**config.mk**
```make
export PLATFORM = sky130hd
export DESIGN_NAME = rf_writeback_arbiter
export DESIGN_NICKNAME = d
export VERILOG_FILES = /design/src/rtl/rf_writeback_arbiter.sv
export SDC_FILE = /design/constraint.sdc
export NUM_CORES = 1
export LEC_CHECK = 0
export ABC_AREA = 1
export CAP_MARGIN = 10
export CORE_UTILIZATION = 58
export DETAILED_ROUTE_END_ITERATION = 10
export DONT_BUFFER_PORTS = 1
export PLACE_DENSITY = 0.76
export RECOVER_POWER = 50
export SYNTH_ARGS = -nofsm -noshare
export SYNTH_HDL_FRONTEND = slang
export SYNTH_SLANG_ARGS = --single-unit
```
**constraint.sdc**
```tcl
create_clock -name clk -period 3.03 [get_ports clk]
set_input_delay 0.4545 -clock clk [delete_from_list [all_inputs] [get_ports clk]]
set_output_delay 0.4545 -clock clk [all_outputs]
set_load 0.05 [all_outputs]
```
**src/rtl/rf_writeback_arbiter.sv**
```systemverilog
// rtl/rf_writeback_arbiter.sv - two-source in-order register-file writeback arbiter with pending-write scoreboard
//
// Purpose:
//   Accepts results from the ALU path and the memory-load path into a shared
//   in-order FIFO and drains one entry per cycle into a registered
//   register-file write port. The rs/rt busy outputs tell decode whether a
//   write to that register is still queued or in flight on the write port.
//
// Ports:
//   clk, rst_n                  clock, asynchronous active-low reset
//   alu_valid/alu_rw/alu_dw     ALU result offer; alu_ready accepts it
//   mem_valid/mem_rw/mem_dw     load result offer; mem_ready accepts it
//   rs, rt                      decode source registers
//   rs_busy, rt_busy            write to rs/rt still pending (combinational)
//   rw, dw, rf_wr_en            registered register-file write port
//   pending                     current FIFO occupancy
module rf_writeback_arbiter #(
    parameter int DATA_W = 32,
    parameter int ADDR_W = 5,
    parameter int DEPTH  = 4
) (
    input  logic                       clk,
    input  logic                       rst_n,
    input  logic                       alu_valid,
    input  logic [ADDR_W-1:0]          alu_rw,
    input  logic [DATA_W-1:0]          alu_dw,
    output logic                       alu_ready,
    input  logic                       mem_valid,
    input  logic [ADDR_W-1:0]          mem_rw,
    input  logic [DATA_W-1:0]          mem_dw,
    output logic                       mem_ready,
    input  logic [ADDR_W-1:0]          rs,
    input  logic [ADDR_W-1:0]          rt,
    output logic                       rs_busy,
    output logic                       rt_busy,
    output logic [ADDR_W-1:0]          rw,
    output logic [DATA_W-1:0]          dw,
    output logic                       rf_wr_en,
    output logic [$clog2(DEPTH):0]     pending
);

    localparam int PTR_W = $clog2(DEPTH);
    localparam int CNT_W = PTR_W + 1;

    localparam logic [CNT_W-1:0] C_DEPTH = CNT_W'(DEPTH);
    localparam logic [CNT_W-1:0] C_ZERO  = '0;
    localparam logic [CNT_W-1:0] C_ONE   = CNT_W'(1);
    localparam logic [CNT_W-1:0] C_TWO   = CNT_W'(2);
    localparam logic [PTR_W-1:0] P_ONE   = PTR_W'(1);

    logic [ADDR_W-1:0] r_fifo_rw [DEPTH];
    logic [DATA_W-1:0] r_fifo_dw [DEPTH];
    logic [PTR_W-1:0]  r_wptr;
    logic [PTR_W-1:0]  r_rptr;
    logic [CNT_W-1:0]  r_count;
    logic [ADDR_W-1:0] r_rw;
    logic [DATA_W-1:0] r_dw;
    logic              r_wr_en;

    logic [CNT_W-1:0]  w_free;
    logic              w_mem_ready;
    logic              w_alu_ready;
    logic              w_mem_enq;
    logic              w_alu_enq;
    logic              w_deq;
    logic [CNT_W-1:0]  w_enq_n;
    logic [PTR_W-1:0]  w_alu_ptr;
    logic              w_rs_hit;
    logic              w_rt_hit;

    // Free space is judged on the registered count only; a pop happening in
    // the same cycle does not open a slot for an incoming result.
    assign w_free      = C_DEPTH - r_count;
    assign w_mem_ready = (w_free >= C_ONE);
    // The load path has priority on the last free slot.
    assign w_alu_ready = (w_free >= C_TWO) || ((w_free == C_ONE) && !mem_valid);

    // Register 0 handshakes complete but never occupy a slot.
    assign w_mem_enq = mem_valid && w_mem_ready && (mem_rw != '0);
    assign w_alu_enq = alu_valid && w_alu_ready && (alu_rw != '0);
    assign w_deq     = (r_count != C_ZERO);

    always_comb begin
        w_enq_n = C_ZERO;
        if (w_mem_enq) w_enq_n = w_enq_n + C_ONE;
        if (w_alu_enq) w_enq_n = w_enq_n + C_ONE;
    end

    // When both enqueue, mem takes the write pointer slot and alu the next one.
    assign w_alu_ptr = w_mem_enq ? (r_wptr + P_ONE) : r_wptr;

    // Storage needs no reset: validity comes from r_rptr/r_count alone.
    always_ff @(posedge clk) begin
        if (w_mem_enq) begin
            r_fifo_rw[r_wptr] <= mem_rw;
            r_fifo_dw[r_wptr] <= mem_dw;
        end
        if (w_alu_enq) begin
            r_fifo_rw[w_alu_ptr] <= alu_rw;
            r_fifo_dw[w_alu_ptr] <= alu_dw;
        end
    end

    always_ff @(posedge clk or negedge rst_n) begin
        if (!rst_n) begin
            r_wptr  <= '0;
            r_rptr  <= '0;
            r_count <= '0;
            r_rw    <= '0;
            r_dw    <= '0;
            r_wr_en <= 1'b0;
        end else begin
            // Pointer advance wraps modulo DEPTH by truncation.
            r_wptr  <= r_wptr + w_enq_n[PTR_W-1:0];
            r_count <= r_count + w_enq_n - (w_deq ? C_ONE : C_ZERO);
            r_wr_en <= w_deq;
            if (w_deq) begin
                r_rptr <= r_rptr + P_ONE;
                r_rw   <= r_fifo_rw[r_rptr];
                r_dw   <= r_fifo_dw[r_rptr];
            end
        end
    end

    // Scan the valid window [r_rptr, r_rptr + r_count) for a matching destination.
    always_comb begin
        w_rs_hit = 1'b0;
        w_rt_hit = 1'b0;
        for (int k = 0; k < DEPTH; k++) begin
            if (CNT_W'(k) < r_count) begin
                if (r_fifo_rw[r_rptr + PTR_W'(k)] == rs) w_rs_hit = 1'b1;
                if (r_fifo_rw[r_rptr + PTR_W'(k)] == rt) w_rt_hit = 1'b1;
            end
        end
        if (r_wr_en && (r_rw == rs)) w_rs_hit = 1'b1;
        if (r_wr_en && (r_rw == rt)) w_rt_hit = 1'b1;
    end

    assign rs_busy   = (rs != '0) && w_rs_hit;
    assign rt_busy   = (rt != '0) && w_rt_hit;
    assign mem_ready = w_mem_ready;
    assign alu_ready = w_alu_ready;
    assign rw        = r_rw;
    assign dw        = r_dw;
    assign rf_wr_en  = r_wr_en;
    assign pending   = r_count;

endmodule

```
Yosys cells after proc, flatten, opt, wreduce, memory -nomap -nowiden --
Memories as Yosys holds them, arrays and structs flattened. A register that Yosys moved wholly into a read port is not among the register bits. Index checks and enable logic that the tools add are counted.
Operators by class: equal/unequal tests 11, reduce and logical (&&, ||, !) cells 17, $lt $le $gt $ge 6, $add $sub $neg 9, muxes and demuxes 26
Operators by type and width (number):
- $eq A5 B5 Y1 | 10
- $mux W1 | 24
- $reduce_bool A5 Y1 | 4
- $logic_and A1 B1 Y1 | 9
- $lt A1 B3 Y1 const A | 2
- $lt A2 B3 Y1 const A | 2
- $add A2 B1 Y2 const B | 2
- $add A2 B2 Y2 const B | 2
- $add A3 B1 Y3 const B | 1
- $add A3 B3 Y3 | 1
- $eq A3 B1 Y1 const B | 1
- $ge A3 B1 Y1 const B | 1
- $ge A3 B2 Y1 const B | 1
- $mux W3 | 1
- $reduce_bool A3 Y1 | 1
- $sub A3 B1 Y3 | 1
- $sub A3 B3 Y3 const A | 1
- $add A2 B2 Y2 | 1
- $logic_not A1 Y1 | 2
- $mux W2 | 1
- $logic_or A1 B1 Y1 | 1
Word-level totals: memory bits (writable) 148, flip-flop bits (word level) 13, memories 2, output and inout port bits 45, word-level logic and storage cells 76
Memories:
- r_fifo_dw | depth 4, width 32, read ports 1, clocked after Yosys merged registers in 1, wr ports 2, RTL line 52 | logic [DATA_W-1:0] r_fifo_dw [DEPTH];
- r_fifo_rw | depth 4, width 5, read ports 4, clocked after Yosys merged registers in 0, wr ports 2, RTL line 51 | logic [ADDR_W-1:0] r_fifo_rw [DEPTH];

Longest topological paths before layout --
Gate-level depths: netlist of the first run. An unclocked memory read counts as a cell.
depth in word-level cells 12, mapped depth 15

Worst setup path before layout of the first run --
Ideal clock, no wire load.
path kind reg-to-reg, start point reg r_count[0] (netlist: pending[0]), end point mem r_fifo_dw[0][0], enable pin, required time 2.519 ns, buffers on the path 1, path slack -0.933 ns, arrival time 3.452 ns, library setup time 0.511 ns, cell stages (with the launch flop) 13, period minus slack after synthesis 3.963 ns, path through dfrtp_1 -> inv_1 -> ha_1 -> ha_1 -> inv_1 -> nor2_1 -> nand3_1 -> nand3_4 -> xor2_4 -> inv_2 -> nand3_2 -> clkbuf_2 -> nand2_1
RTL lines:
- start: declaration | RTL line 55 | logic [CNT_W-1:0] r_count;
- start signal: assignment | RTL line 115 | r_count <= r_count + w_enq_n - (w_deq ? C_ONE : C_ZERO);
- end: declaration | RTL line 52

Final worst setup path of the first run --
start point reg r_rptr[0], end point out rt_busy
Between the ends: cells in the longest elaborated chain, start to end 12
RTL lines:
- start: declaration | RTL line 54 | logic [PTR_W-1:0] r_rptr;
- start signal: assignment | RTL line 118 | r_rptr <= r_rptr + P_ONE;
- $mem_v2 Z4 W5 *
- $eq A5 B5 Y1 | RTL line 132 | if (r_fifo_rw[r_rptr + PTR_W'(k)] == rt) w_rt_hit = 1'b1;
- $mux W1 | RTL line 132
- $mux W1 | RTL line 130 | if (CNT_W'(k) < r_count) begin
- $mux W1 | RTL line 132
- $mux W1 | RTL line 130
- $mux W1 | RTL line 132
- $mux W1 | RTL line 130
- $mux W1 | RTL line 132
- $mux W1 * | RTL line 130
- $mux W1 * | RTL line 136 | if (r_wr_en && (r_rw == rt)) w_rt_hit = 1'b1;
- $logic_and A1 B1 Y1 * | RTL line 140 | assign rt_busy = (rt != '0) && w_rt_hit;
- end: declaration | RTL line 35 | output logic rt_busy,
Every way passes the cells marked *; elsewhere a longest branch is shown, timed or not.

==> results.py, run 1 <==
metrics = {
    "power_and_ir_drop": {
        "total_power_mw": 15.00,
        "p_per_area_mw_per_mm2": 1318,
        "net-switching-power_mw": 7.101,
        "switching_share_of_total_power": 0.4735,
        "power_frac_comb": 0.438,
        "clkPwrFrac": 0.158,
        "pwr-share-seq": 0.405,
        "internal_power_mw": 7.895,
        "total_leakage_power_nw": 4.993,
        "ir_drop_mv": 1.160,
    },
    "cts": {
        "ctsRootBufferMaster": "clkbuf_16",
        "ctsHtreeMaxLevel": 4,
        "clkSlewWorstSetupHoldPaths_ns": 0.08,
        "largest_buffer_count_on_any_clock_path": 2,
        "cts_tree": "yes",
        "cts_made_buffers": 17,
        "cts.sinks": 193,
        "clock_latency_ns": 0.44,
    },
    "routing": {
        "first_pass_iters": 6,
        "detail_route_antenna_nets": 0,
        "routed_wirelength_um": 26290,
        "drt-initial-drc-count": 674,
        "routed-via-count": 8424,
        "route.detailed.drc": 0,
        "drt-vias-per-instance": 5.830,
        "wl_per_cell_um": 18.19,
    },
    "setup_path": {
        "cp_cell_sequence": "inv_8, nand2_1, nand2_4, nand2_1, nand2_1, nand2_1, a21oi_1, nand3_1, nand2_1, nor2_1, nor2_1, buf_4",
        "crit_slowest_cell": "dfrtp_2",
        "setup.worst_path.class": "reg -> out",
        "required_ns": 2.58,
        "startpoint_of_the_most_critical_setup_path": "r_rptr[0]",
        "critical_path_data_arrival_time_ns": 2.42,
        "element_type_at_the_critical_path_start": "register",
        "cp_max_fo": 27,
        "reg2reg_from": "pending[0]",
        "cp-end-kind": "primary output",
        "critPathMaxStageDelay_ns": 0.49,
        "most_repeated_library_cell_on_the_critical_path": "nand2_1",
    },
    "layout": {
        "antenna-diode-count": 0,
        "most-common-layout-cells": "nand2_1 (434), edfxtp_1 (148), inv_1 (86), nand3_1 (85), o21ai_1 (74)",
        "layout_commonest_cell": "nand2_1",
        "final_net_count": 1309,
        "finalCoreUtilization": 0.6486,
        "layout.cell_area.non_filler_mm2": 0.01137,
        "final_layout_size_suffix_gt1_frac": 0.09836,
        "relative_area_change_from_synthesis_to_final_layout_pct": 7.995,
    },
    "global_route": {
        "number_of_antenna_violations_at_the_first_check_in_global_routing": 0,
        "grt_start_max_net_pins": 75,
        "gr-usage-all-layers": 0.2935,
        "grt_pass1_vias": 7930,
        "first_pass_grt_wire_length_um": 40750,
        "overflow": 0,
    },
    "sta": {
        "slew_headroom": 0.1241,
        "final-setup-viol-count": 0,
        "finClkSkew_ns": 0.01071,
        "tightestPinTransition_ns": 1.314,
        "fmax_mhz": 347.8,
        "final.min_clock_period_ns": 2.876,
        "holdWs_ns": 0.1881,
        "drv_slew": 0,
        "post_route_fraction_of_the_period_consumed_by_the_critical_path": 0.9490,
        "final_hold_viol_count": 0,
    },
    "run_status": {
        "outcome": "completed",
    },
    "synth": {
        "synth_seq_cells": 193,
        "syn_inst": 1215,
        "synth_seq_area_share": 0.5289,
        "synth-async-reset-ratio": 0.2332,
        "synth.net_count": 1317,
        "yosys_warnings": 0,
        "synth-main-ff-cell": "edfxtp_1",
        "synth_enable_flop_cells": 148,
        "post_synth_num_cell_types": 37,
        "synthDominantCellAreaShare": 0.4220,
        "yosys.area.top_type": "edfxtp_1",
        "postSynthAreaPerCell_um2": 8.669,
        "synthTopCellsByArea": "edfxtp_1 (42%), nand2_1 (16%), dfrtp_1 (11%)",
        "syn_area_mm2": 0.01053,
    },
    "hold_path": {
        "min_from": "mem_dw[23]",
        "holdCritPathClass": "in -> reg",
    },
    "floorplanning": {
        "floorplan_core_area_mm2": 0.01754,
        "fp.dieW_um": 136.8,
        "num_rows": 48,
        "floorplan.die.height_um": 136.8,
        "io_pins": 133,
        "area_of_the_die_mm2": 0.01870,
        "initial_core_util": 0.6006,
    },
    "placed_design": {
        "placed_cell_area_mm2": 0.01080,
        "place.port_buffers": 0,
        "dp_hpwl_um": 16640,
        "globalplace.congestion": 0.9252,
    },
    "job": {
        "max_cap_viol_count": 0,
    },
}
-- power by group through the flow --
stage	registers [mW]	logic [mW]	clock network, mW
2_1_floorplan	6.03	4.95	0
3_5_place_dp	6.10	6.58	0
4_1_cts	6.06	6.66	2.37
6_report	6.07	6.56	2.36
5_1_grt	6.19	7.34	2.48
3_3_place_gp	6.07	6.40	0
-- registers in the layout, indices dropped and copies added, names as in the netlist --
name and cells:
pending 3, rw 5, dw 32, r_rptr 2, r_fifo_dw 128, r_wptr 2
r_fifo_rw 20, rf_wr_en 1
-- worst max-delay path: cells and delay by family (launching register included) --
family,cells,cell delay (ns)
buffers and inverters,2,0.37
AO/OA/AOI/OAI,1,0.19
AND/OR/NAND/NOR,9,0.92
flip-flops,1,0.49
-- per-stage QoR --
step | setup WS, ns | setup TNS [ns] | cells
after floorplan | -0.03772 | -0.07346 | 1215
after global placement | 0.2722 | 0 | 1408
after detailed placement | 0.1925 | 0 | 1408
after CTS | 0.05966 | 0 | 1442
after global routing | -0.01343 | -0.01343 | 1445
final | 0.1544 | 0 | 1445
-- synthesized netlist by cell type (8+ instances only) --
master / number
o21ai_0: 49
buf_2: 12
ha_1: 13
clkbuf_1: 21
nand4_1: 9
a41oi_1: 15
buf_6: 20
edfxtp_1: 148
a31oi_1: 8
dfrtp_1: 45
nor2_1: 65
o21ai_2: 26
inv_1: 89
nand2_2: 12
nand3_1: 84
o21ai_1: 88
nand2_1: 436
a22oi_1: 31
-- logic make-up after synthesis --
group                      synth area share
AOI/OAI and AO/OA                    0.1327
xor gates and xnor gates           0.007603
adders and majority gates           0.01734
buffers and inverters               0.07389
DFF                                  0.5289
and+or+nand+nor                      0.2396
-- path summary, 6_finish.rpt --
kind,to,slack (ns),depth (start not counted)
max,rt_busy,0.15,12
min,r_fifo_dw[0][23],0.19,2
max reg2reg,pending[1],0.22,14
min reg2reg,dw[3],0.53,2
max in group asynchronous,pending[2],1.30,2
min in group asynchronous,dw[22],0.85,2
-- per-layer routing --
layer | global-route usage | vias up | share of wire
li1 | - | 4086 | -
met1 | 0.3640 | 3926 | 0.39
met2 | 0.4935 | 369 | 0.49
met3 | 0.07185 | 43 | 0.092
met4 | 0.1148 | 0 | 0.025
met5 | 0 | - | 0
-- final cells by class --
type                    count  area, µm²
fillers                  1410       6162
clock buffers              19      452.9
multi-input cells         868       4243
well taps                 225      281.5
repair buffers             33      289.0
clock inverters            13      170.2
flip-flops and latches    193       5575
inverters                  94      362.8
-- repair_timing --
item | 4_1_cts | 5_1_grt
resized for setup | 2 | 8
gates cloned | 0 | 2
hold buffers | 2 | 0
pin swaps | 0 | 2
endpoints found under the setup margin | 1 | 2
buffers inserted | 0 | 1
endpoints found under the hold margin | 45 | 0
(Power assumes the default switching activity.)
==> inputs of run 2 (changes only) <==
Settings changed: RECOVER_POWER 50 to 25.
==> run 2 against run 1 <==
Non-clock buffer count stayed put; design area is 0.80% higher; utilization increased by 0.52 points; clock power about the same; combinational power up 2%; largest cell class unchanged.
==> results.py, run 2 (synthesized netlist as in run 1, its figures left out) <==
metrics = {
    "run_status": {
        "outcome": "completed",
    },
    "placed_design": {
        "dp_hpwl_um": 16640,
        "dp_slack_ns": 0.1925,
        "place.port_buffers": 0,
        "numPlacedInstances": 1408,
        "globalplace.congestion": 0.9252,
    },
    "cts": {
        "cts_made_buffers": 17,
        "clkSlewWorstSetupHoldPaths_ns": 0.08,
        "clock_latency_ns": 0.44,
        "largest_buffer_count_on_any_clock_path": 2,
        "cts.sinks": 193,
        "cts_tree": "yes",
        "ctsRootBufferMaster": "clkbuf_16",
        "ctsHtreeMaxLevel": 4,
    },
    "power_and_ir_drop": {
        "clkPwrFrac": 0.156,
        "ir_drop_mv": 1.147,
        "total_leakage_power_nw": 5.017,
        "internal_power_mw": 7.981,
        "p_per_area_mw_per_mm2": 1319,
        "power_frac_comb": 0.443,
        "net-switching-power_mw": 7.144,
        "pwr-share-seq": 0.401,
        "switching_share_of_total_power": 0.4723,
    },
    "layout": {
        "most-common-layout-cells": "nand2_1 (430), edfxtp_1 (148), o21ai_1 (90), inv_1 (84), nand3_1 (83)",
        "final_layout_size_suffix_gt1_frac": 0.1098,
        "register_bank_with_the_most_flops": "r_fifo_dw",
        "relative_area_change_from_synthesis_to_final_layout_pct": 8.862,
        "layout_commonest_cell": "nand2_1",
        "final_cells": 1445,
        "finalCoreUtilization": 0.6538,
        "largest_reg_flops": 128,
        "antenna-diode-count": 0,
        "final_net_count": 1309,
    },
    "routing": {
        "routed-via-count": 8388,
        "first_pass_iters": 6,
        "drt-vias-per-instance": 5.805,
        "routed_wirelength_um": 26180,
        "drt-initial-drc-count": 735,
        "wl_per_cell_um": 18.12,
        "route.detailed.drc": 0,
        "detail_route_antenna_nets": 0,
    },
    "global_route": {
        "gr-usage-all-layers": 0.2935,
        "first_pass_grt_wire_length_um": 40750,
        "number_of_antenna_violations_at_the_first_check_in_global_routing": 0,
        "grt_pass1_vias": 7930,
        "grt_start_max_net_pins": 75,
        "overflow": 0,
    },
    "setup_path": {
        "element_type_at_the_critical_path_start": "register",
        "cp_max_fo": 27,
        "critPathMaxStageDelay_ns": 0.50,
        "required_ns": 2.58,
        "cp-end-kind": "primary output",
        "most_repeated_library_cell_on_the_critical_path": "nand2_1",
        "worst_setup_path_endpoint": "rt_busy",
        "startpoint_of_the_most_critical_setup_path": "r_rptr[0]",
        "worst_r2r_endpoint": "pending[1]",
        "critical_path_data_arrival_time_ns": 2.41,
        "setup.worst_path.class": "reg -> out",
        "reg2reg_from": "pending[0]",
        "r2r_slack_ns": 0.21,
        "crit_slowest_cell": "dfrtp_2",
        "cp_cell_sequence": "inv_8, nand2_1, nand2_4, nand2_1, nand2_1, nand2_1, a21oi_1, nand3_1, nand2_1, nor2_1, nor2_1, buf_4",
        "r2r_cells": 14,
    },
    "floorplanning": {
        "floorplan.die.height_um": 136.8,
        "fp.dieW_um": 136.8,
        "area_of_the_die_mm2": 0.01870,
        "num_rows": 48,
        "io_pins": 133,
        "floorplan_core_area_mm2": 0.01754,
        "initial_core_util": 0.6006,
    },
    "sta": {
        "finClkSkew_ns": 0.01168,
        "final_tns_setup_ns": 0,
        "setup_slack_ns": 0.1642,
        "post_route_fraction_of_the_period_consumed_by_the_critical_path": 0.9458,
        "final.min_clock_period_ns": 2.866,
        "final-setup-viol-count": 0,
        "tightestPinTransition_ns": 1.328,
        "holdWs_ns": 0.1898,
        "slew_headroom": 0.1143,
        "final_hold_viol_count": 0,
        "drv_slew": 0,
        "fmax_mhz": 348.9,
    },
    "job": {
        "max_cap_viol_count": 0,
    },
    "hold_path": {
        "holdCritPathClass": "in -> reg",
    },
}
[run 2: how the worst min path moves through the flow]
stage | from | endpoint | cells past startpoint
3_3_place_gp | rst_n | dw[22] | 0
5_1_grt | mem_dw[23] | r_fifo_dw[0][23] | 2
4_1_cts | mem_dw[28] | r_fifo_dw[0][28] | 2
2_1_floorplan | rst_n | dw[0] | 0
6_report | mem_dw[23] | r_fifo_dw[0][23] | 2
3_5_place_dp | rst_n | dw[22] | 0
[run 2: area by class of cell]
cell class | instances | area, µm²
clock inverter | 13 | 170.2
fill | 1388 | 6071
sequential | 193 | 5575
multi-input combinational | 868 | 4288
tap | 225 | 281.5
clock buffer | 19 | 452.9
inverter | 94 | 362.8
timing repair buffer | 33 | 335.3
[run 2: per-stage QoR]
step                      total power [mW]  cell area [µm²]
after detailed placement             12.68            10800
after floorplan                      10.98            10610
after global placement               12.48            10800
after global routing                 16.15            11470
final                                15.13            11470
after CTS                            15.08            11470
[run 2: worst max-delay path, delay by kind of cell, from the launching register on]
family | cells | cell delay (ns)
buf+inv | 2 | 0.37
simple gates | 9 | 0.91
compound gates | 1 | 0.18
flops | 1 | 0.50
[run 2: per-layer routing]
layer / vias up / share of wire / global-route usage
li1: 4093 / - / -
met1: 3924 / 0.40 / 0.3640
met2: 327 / 0.49 / 0.4935
met3: 44 / 0.085 / 0.07185
met4: 0 / 0.025 / 0.1148
met5: - / 0 / 0
[run 2: power groups by stage]
stage | Clock [mW] | Sequential [mW] | Combinational [mW]
6_report | 2.36 | 6.06 | 6.70
5_1_grt | 2.48 | 6.18 | 7.49
4_1_cts | 2.37 | 6.06 | 6.66
3_5_place_dp | 0 | 6.10 | 6.58
3_3_place_gp | 0 | 6.07 | 6.40
2_1_floorplan | 0 | 6.03 | 4.95
[run 2: what timing repair did]
action,4_1_cts,5_1_grt
cloned,0,2
pin swaps,0,2
gates resized for setup,2,8
buffers inserted,0,1
hold endpoints to repair,45,0
hold buffers,2,0
setup endpoints to repair,1,2
